File: config.mk
export PLATFORM = sky130hd
export DESIGN_NAME = agex_sequencer
export DESIGN_NICKNAME = d
export VERILOG_FILES = /design/src/rtl/agex_sequencer.sv
export SDC_FILE = /design/constraint.sdc
export NUM_CORES = 1
export LEC_CHECK = 0
export CAP_MARGIN = 30
export CORE_MARGIN = 4
export CORE_UTILIZATION = 30
export DETAILED_ROUTE_END_ITERATION = 8
export GPL_ROUTABILITY_DRIVEN = 0
export PLACE_DENSITY_LB_ADDON = 0.1
export SLEW_MARGIN = 20
export SYNTH_ARGS = -nofsm -noshare
export SYNTH_HDL_FRONTEND = slang
export SYNTH_SLANG_ARGS = --single-unit
File: constraint.sdc
create_clock -name clk -period 3.2 [get_ports clk]
set_input_delay 0.48 -clock clk [delete_from_list [all_inputs] [get_ports clk]]
set_output_delay 0.48 -clock clk [all_outputs]
set_load 0.03 [all_outputs]
File: src/rtl/agex_sequencer.sv
// Control sequencer for the agex datapath: walks ADD/OR/SHR/JMP through address generation, memory wait and execute.
// Optional MEMWAIT timeout is compiled in when AGEX_SEQ_TIMEOUT_EN is defined.
module agex_sequencer (
    input  logic       clk,
    input  logic       rst_n,
    input  logic       inst_valid,
    input  logic [2:0] inst_op,
    input  logic [7:0] modrm,
    input  logic       mem_ready,
    output logic       inst_ack,
    output logic       busy,
    output logic       seq_err,
    output logic       mem_rd,
    output logic       gate_addr_gen,
    output logic       gate_alu,
    output logic [2:0] sr1_select,
    output logic [2:0] sr2_select,
    output logic [2:0] dr_select,
    output logic       dr_we,
    output logic       en_alu_shf,
    output logic       en_eip,
    output logic       sr1_mux_s,
    output logic [1:0] sr2_mux_s,
    output logic [1:0] aluk,
    output logic [1:0] alu_shf_mux_s,
    output logic [1:0] eip_adder_mux_s,
    output logic [1:0] eip_in_mux_s
);

    typedef enum logic [2:0] {IDLE, AGEN, MEMWAIT, EXEC, DONE} state_t;

    localparam logic [2:0] OP_ADD  = 3'b000;
    localparam logic [2:0] OP_OR   = 3'b001;
    localparam logic [2:0] OP_SHR  = 3'b010;
    localparam logic [2:0] OP_JREL = 3'b011;
    localparam logic [2:0] OP_JABS = 3'b100;

    state_t     state, state_nxt;
    logic [2:0] op_q;
    logic [7:0] modrm_q;
    logic       mod_reg_q, mod_reg_in;
    logic [2:0] reg_q, rm_q;
    logic       timeout;

    assign mod_reg_q  = (modrm_q[7:6] == 2'b11);
    assign mod_reg_in = (modrm[7:6] == 2'b11);
    assign reg_q      = modrm_q[5:3];
    assign rm_q       = modrm_q[2:0];

    // Illegal opcodes and SHR with a memory destination are rejected as errors.
    function automatic logic op_bad(input logic [2:0] op, input logic is_reg);
        return (op > OP_JABS) || (op == OP_SHR && !is_reg);
    endfunction

`ifdef AGEX_SEQ_TIMEOUT_EN
    logic [3:0] wait_cnt;

    always_ff @(posedge clk) begin
        if (!rst_n)
            wait_cnt <= 4'd0;
        else if (state == AGEN)
            wait_cnt <= 4'd0;
        else if (state == MEMWAIT)
            wait_cnt <= wait_cnt + 4'd1;
    end

    // Fires in the 16th consecutive MEMWAIT cycle without data.
    assign timeout = (state == MEMWAIT) && !mem_ready && (wait_cnt == 4'hF);
`else
    assign timeout = 1'b0;
`endif

    always_ff @(posedge clk) begin
        if (!rst_n) begin
            state   <= IDLE;
            op_q    <= 3'd0;
            modrm_q <= 8'd0;
        end else begin
            state <= state_nxt;
            if (state == IDLE && inst_valid) begin
                op_q    <= inst_op;
                modrm_q <= modrm;
            end
        end
    end

    always_comb begin
        state_nxt       = state;
        inst_ack        = 1'b0;
        busy            = (state != IDLE);
        seq_err         = 1'b0;
        mem_rd          = 1'b0;
        gate_addr_gen   = 1'b0;
        gate_alu        = 1'b0;
        sr1_select      = 3'd0;
        sr2_select      = 3'd0;
        dr_select       = 3'd0;
        dr_we           = 1'b0;
        en_alu_shf      = 1'b0;
        en_eip          = 1'b0;
        sr1_mux_s       = 1'b0;
        sr2_mux_s       = 2'b00;
        aluk            = 2'b00;
        alu_shf_mux_s   = 2'b00;
        eip_adder_mux_s = 2'b00;
        eip_in_mux_s    = 2'b00;

        case (state)
            IDLE: begin
                if (inst_valid) begin
                    if (op_bad(inst_op, mod_reg_in))
                        state_nxt = DONE;
                    else if (!mod_reg_in && inst_op != OP_SHR && inst_op != OP_JREL)
                        state_nxt = AGEN;
                    else
                        state_nxt = EXEC;
                end
            end
            AGEN: begin
                sr1_select    = rm_q;
                gate_addr_gen = 1'b1;
                mem_rd        = 1'b1;
                state_nxt     = MEMWAIT;
            end
            MEMWAIT: begin
                if (mem_ready) begin
                    if (op_q == OP_JABS) begin
                        eip_in_mux_s = 2'b11;
                        en_eip       = 1'b1;
                        state_nxt    = DONE;
                    end else begin
                        alu_shf_mux_s = 2'b11;
                        en_alu_shf    = 1'b1;
                        state_nxt     = EXEC;
                    end
                end else if (timeout) begin
                    seq_err   = 1'b1;
                    state_nxt = IDLE;
                end
            end
            EXEC: begin
                state_nxt = DONE;
                case (op_q)
                    OP_ADD, OP_OR: begin
                        sr1_select = reg_q;
                        sr2_select = mod_reg_q ? rm_q : reg_q;
                        sr1_mux_s  = !mod_reg_q;
                        aluk       = (op_q == OP_OR) ? 2'b01 : 2'b00;
                        gate_alu   = 1'b1;
                        dr_we      = 1'b1;
                        dr_select  = reg_q;
                    end
                    OP_SHR: begin
                        sr1_select = rm_q;
                        sr2_mux_s  = 2'b10;
                        aluk       = 2'b11;
                        gate_alu   = 1'b1;
                        dr_we      = 1'b1;
                        dr_select  = rm_q;
                    end
                    OP_JREL: begin
                        eip_adder_mux_s = 2'b11;
                        eip_in_mux_s    = 2'b00;
                        en_eip          = 1'b1;
                    end
                    OP_JABS: begin
                        sr1_select   = rm_q;
                        eip_in_mux_s = 2'b01;
                        en_eip       = 1'b1;
                    end
                    default: ;
                endcase
            end
            DONE: begin
                inst_ack  = 1'b1;
                seq_err   = op_bad(op_q, mod_reg_q);
                state_nxt = IDLE;
            end
            default: state_nxt = IDLE;
        endcase
    end

endmodule

==> out/results.ini, run 1 <==
[cells_and_area]
layout-drive-gt1-share = 0.0743
area_growth_pct = 41.4
num-fill-cells = 351
num_antenna_cells = 0
final_net_count = 191

[timing]
post-route-min-period_ns = 2.78
setup_violations = 0
relSlewSlack = 0.645
rsz0062_at_grt = no
tns_ns = 0
tightestPinTransition_ns = 0.532
min_period_over_period = 0.870
fmaxAchievable_ghz = 0.359
hold_viol_final = 0
drv_slew = 0
skew_ns = 0.000857

[grt]
grt_pass1_vias = 982
grt_first_pass_wirelength_um = 4440
grt_max_degree = 18
grt_usage = 0.127
grt_overflow_total = 0
grt_antenna_before_repair = 0

[power_and_ir_drop]
total_power_mw = 0.583
intPower_mw = 0.366
swShare = 0.372
ir_worst_vdd_uv = 227
switchingPower_mw = 0.217
seqPwrFrac = 0.411
power.leakage_nw = 0.498
powerDensity_mw_per_mm2 = 401
pwr-share-comb = 0.371
clkPwrFrac = 0.218

[logic_synthesis]
syn_inst = 142
synth_top_area_frac = 0.273
synthFlopType = dfxtp_1
netlist_area_mm2 = 0.00103
synth_edf_count = 0
synth.area.top_cells = dfxtp_1 (27%), nand2_1 (11%), a21oi_1 (7.8%)
avgSynthCellArea_um2 = 7.24
yosysSeqAreaShare = 0.273
synthTopCellsByCount = nand2_1 (31), a21oi_1 (16), dfxtp_1 (14)
synth_top_area_cell = dfxtp_1
synthesis.nets = 157
synth_cell_type_count = 36
yosysMostFrequentCell = nand2_1
ys_warn_count = 0
ys_seq_elements = 14
async_flop_share = 0

[critical_path]
crit_type = flip-flop to output port
crit_path_end_kind = output port
critPathMaxFanout = 17
required_ns = 2.72
cp-start-kind = flip-flop
critPathArrivalTime_ns = 2.30

[routing]
routed-via-count = 1058
drt_iter0_drc = 52
ant_nets = 0
wirelength_um = 2740
dr.pass1.iters = 6
wl_per_cell_um = 12.5
drc = 0
vias_per_cell = 4.83

[floorplanning]
io-pin-count = 44
rows = 20
start_util = 0.326
dieArea_mm2 = 0.00443
die_h_um = 66.6
die_width_um = 66.6
core_area_mm2 = 0.00315

[clock_network]
htree_levels = 1
root_buffer = clkbuf_4
cts_inserted_buffers = 3
cts_setup_buffers = 0
clkTransAtPathRegs_ns = 0.08
insertion_delay_ns = 0.28
cts_buffer_depth = 2
cts_tree = done
cts_sinks = 14
cts_resized = 0
cts_hold_buf = 0

[status]
status = complete, no violations

[placement]
hpwl_um = 2130
portBuffers = 42

[worst_hold_path]
min_path_type = flip-flop to flip-flop

[job]
drv_cap = 0

==> through the flow <==
step / cells / cell area [µm²] / setup WS, ns / hold WS (ns) / utilization
after floorplan: 142 / 1030 / 0.991 / 0.456 / -
after global placement: 215 / 1420 / 0.740 / 0.487 / 0.450
after detailed placement: 215 / 1420 / 0.703 / 0.491 / 0.450
after CTS: 219 / 1450 / 0.428 / 0.503 / 0.461
after global routing: 219 / 1450 / 0.234 / 0.541 / 0.461
final: 219 / 1450 / 0.416 / 0.499 / 0.461
==> critical path: stages (launching register included) <==
cell and delay, ns:
dfxtp_1 0.66, nand4bb_1 0.20, or2_1 0.30, a21oi_1 0.17
clkdlybuf4s50_1 0.69
==> power groups by stage <==
stage	Clock [mW]	Combinational, mW	Sequential, mW
after floorplan	0	0.174	0.219
after global placement	0	0.215	0.243
after detailed placement	0	0.218	0.243
after CTS	0.131	0.219	0.239
after global routing	0.139	0.237	0.245
final	0.127	0.216	0.239
==> kinds of logic after synthesis <==
logic type	synth area share
AOI/OAI and AO/OA	0.249
xor gates and xnor gates	0.0170
buffers and inverters	0.109
DFF	0.273
muxes	0.0219
other	0.00365
and+or+nand+nor	0.326
==> per-layer routing <==
layer	up-vias	part of all wire	track usage
met2	35	0.44	0.199
met5	-	0	0
met4	0	0.0055	0.0508
met3	2	0.052	0.0253
li1	551	-	-
met1	470	0.50	0.170
==> final cells by class <==
class | instances | area, µm² | share of cell area
inverters | 3 | 11.3 | 0.00775
repair buffers | 44 | 435 | 0.299
multi-input cells | 110 | 636 | 0.437
well taps | 44 | 55.1 | 0.0379
clock buffers | 4 | 36.3 | 0.0250
flip-flops and latches | 14 | 280 | 0.193
==> cells in the final DEF (no fill, tap or decap), drive strengths merged, types with 2 or more instances in the layout <==
cell / count
a21boi: 11
a21oi: 16
a32oi: 3
buf: 2
clkbuf: 4
clkdlybuf4s50: 42
dfxtp: 14
inv: 3
mux2: 2
nand2: 31
nand3: 6
nor2: 11
nor2b: 6
nor3b: 3
o21ai: 2
==> final timing paths <==
kind / depth (start not counted) / start / slack [ns] / endpoint
worst max-delay path: 4 / state[1] / 0.42 / sr1_mux_s
worst min-delay path: 2 / modrm_q[4] / 0.50 / modrm_q[4]
worst max register to register: 3 / state[1] / 1.65 / state[0]
worst min register to register: 2 / modrm_q[4] / 0.50 / modrm_q[4]
==> state kept, by name (all words and copies together) (netlist names) <==
signal,flops
modrm_q,8
op_q,3
state,3
(Power assumes the default switching activity.)
==> inputs of run 2 (changes only) <==
- GPL_ROUTABILITY_DRIVEN: 0 -> not set
- MAX_ROUTING_LAYER: not set -> met4
==> out/results.ini, run 2 (synthesized netlist as in run 1, its figures left out) <==
[status]
status = complete, no violations

[timing]
hold_viol_final = 0  ; unchanged
post-route-min-period_ns = 2.78  ; -0.00529 ns
min_period_over_period = 0.868  ; -0.00165
tns_ns = 0  ; unchanged
fmaxAchievable_ghz = 0.360  ; +0.19%
drv_slew = 0  ; unchanged
tightestPinTransition_ns = 0.527  ; -0.00458 ns
whs_ns = 0.499  ; +0.0000720 ns
skew_ns = 0.000833  ; -0.0000241 ns
timing.final.ws_setup_ns = 0.421  ; +0.00529 ns
relSlewSlack = 0.648  ; +0.00306
setup_violations = 0  ; unchanged
rsz0062_at_grt = no

[critical_path]
critPathMaxFanout = 17  ; unchanged
cpLargestDelayFamily = buffers and inverters
crit_chain = nand4bb_1 > or2_1 > a21oi_1 > clkdlybuf4s50_1
reg2reg_depth = 3  ; unchanged
cp_slowest_cell = clkdlybuf4s50_1
required_ns = 2.72  ; about the same
rrSetupSlack_ns = 1.65  ; about the same
crit_buf_inv = 1  ; unchanged
timing.rr.end = state[0]
cp-start-kind = flip-flop
cp_num_cells = 4  ; unchanged
crit_path_end_kind = output port
crit_type = flip-flop to output port
max_stage_delay_ns = 0.69  ; about the same
r2r_start = state[1]
critPathArrivalTime_ns = 2.30  ; about the same

[floorplanning]
core_area_mm2 = 0.00315  ; unchanged
die_width_um = 66.6  ; unchanged
dieArea_mm2 = 0.00443  ; unchanged
io-pin-count = 44  ; unchanged
start_util = 0.326  ; unchanged
rows = 20  ; unchanged
die_h_um = 66.6  ; unchanged

[cells_and_area]
final_area_mm2 = 0.00145  ; unchanged
register_area_um2 = 280  ; unchanged
multiInputGateArea_um2 = 636  ; unchanged
top_regs = modrm_q: 8 flops, op_q: 3 flops, state: 3 flops
area_growth_pct = 41.4  ; unchanged
layout_commonest_cell = clkdlybuf4s50_1
largest_register_ffs = 8  ; unchanged
layout-drive-gt1-share = 0.0743  ; unchanged
layout_common_cells = clkdlybuf4s50_1 (42), nand2_1 (31), a21oi_1 (16)
num-fill-cells = 351  ; unchanged
final_net_count = 191  ; unchanged
largest_register = modrm_q
num_antenna_cells = 0  ; unchanged

[clock_network]
htree_levels = 1  ; unchanged
cts_tree = done
cts_buffer_depth = 2  ; unchanged
cts_hold_buf = 0  ; unchanged
cts_setup_buffers = 0  ; unchanged
cts_sinks = 14  ; unchanged
insertion_delay_ns = 0.28  ; about the same
clkTransAtPathRegs_ns = 0.08  ; about the same
cts_inserted_buffers = 3  ; unchanged
root_buffer = clkbuf_4
cts_resized = 0  ; unchanged

[placement]
placed_area_mm2 = 0.00142  ; unchanged
portBuffers = 42  ; unchanged
place_congestion = 0.835
pre_cts_slack_ns = 0.703  ; unchanged
hpwl_um = 2130  ; unchanged

[worst_hold_path]
min_from = modrm_q[4]
min_to = modrm_q[4]
min_path_type = flip-flop to flip-flop
min_path_cells = 2  ; unchanged

[routing]
ant_nets = 0  ; unchanged
dr.pass1.iters = 6  ; unchanged
vias_per_cell = 4.83  ; unchanged
wl_per_cell_um = 12.5  ; +0.11%
drc = 0  ; unchanged
wirelength_um = 2750  ; +0.11%
routed-via-count = 1058  ; unchanged
drt_iter0_drc = 48  ; -7.7%

[grt]
grt_max_degree = 18  ; unchanged
grt_usage = 0.131  ; +0.00330
grt_antenna_before_repair = 0  ; unchanged
grt_first_pass_wirelength_um = 4440  ; unchanged
grt_pass1_vias = 983  ; +0.10%
grt_overflow_total = 0  ; unchanged

[job]
drv_cap = 0  ; unchanged

[power_and_ir_drop]
ir_worst_vdd_uv = 227  ; about the same
powerDensity_mw_per_mm2 = 401  ; about the same
power.leakage_nw = 0.498  ; unchanged

[run 2: cell counts in the layout (fill, tap and decap cells not counted)]
No cell type changed its count.
[run 2: metal layers]
| layer | wire, µm | up-vias | GRT usage |
|---|---|---|---|
| met1 | 1380 | 471 | 0.171 |
| met5 | 0 | - | - |
| met4 | 15 | 0 | 0.0508 |
| met3 | 137 | 2 | 0.0236 |
| met2 | 1210 | 35 | 0.199 |
| li1 | - | 550 | - |
[run 2: cell type report]
type / count / share of cell area
Sequential cell: 14 / 0.193
Inverter: 3 / 0.00775
Clock buffer: 4 / 0.0250
Tap cell: 44 / 0.0379
Timing Repair Buffer: 44 / 0.299
Multi-Input combinational cell: 110 / 0.437
[run 2: per-stage QoR]
stage / util / std cells / total power [mW]
after floorplan: - / 142 / 0.393
after global placement: 0.450 / 215 / 0.458
after detailed placement: 0.450 / 215 / 0.461
after CTS: 0.461 / 219 / 0.589
after global routing: 0.461 / 219 / 0.621
final: 0.461 / 219 / 0.583
[run 2: how the worst max path moves through the flow]
stage	startpoint	end	slack, ns
2_1_floorplan	state[0]	seq_err	0.99
4_1_cts	state[1]	sr1_select[1]	0.43
3_5_place_dp	mem_ready	alu_shf_mux_s[0]	0.70
3_3_place_gp	mem_ready	en_eip	0.74
6_report	state[1]	sr1_mux_s	0.42
5_1_grt	state[1]	sr1_select[1]	0.23
[run 2: power by group]
group	switching [mW]	internal, mW
Sequential	0.0446	0.195
Clock	0.0578	0.0692
Combinational	0.114	0.102
[run 2: tightest hold or removal path, stage by stage, from the launching register on]
cell and delay (ns):
dfxtp_1 0.34, nand2_1 0.06, a21boi_1 0.05
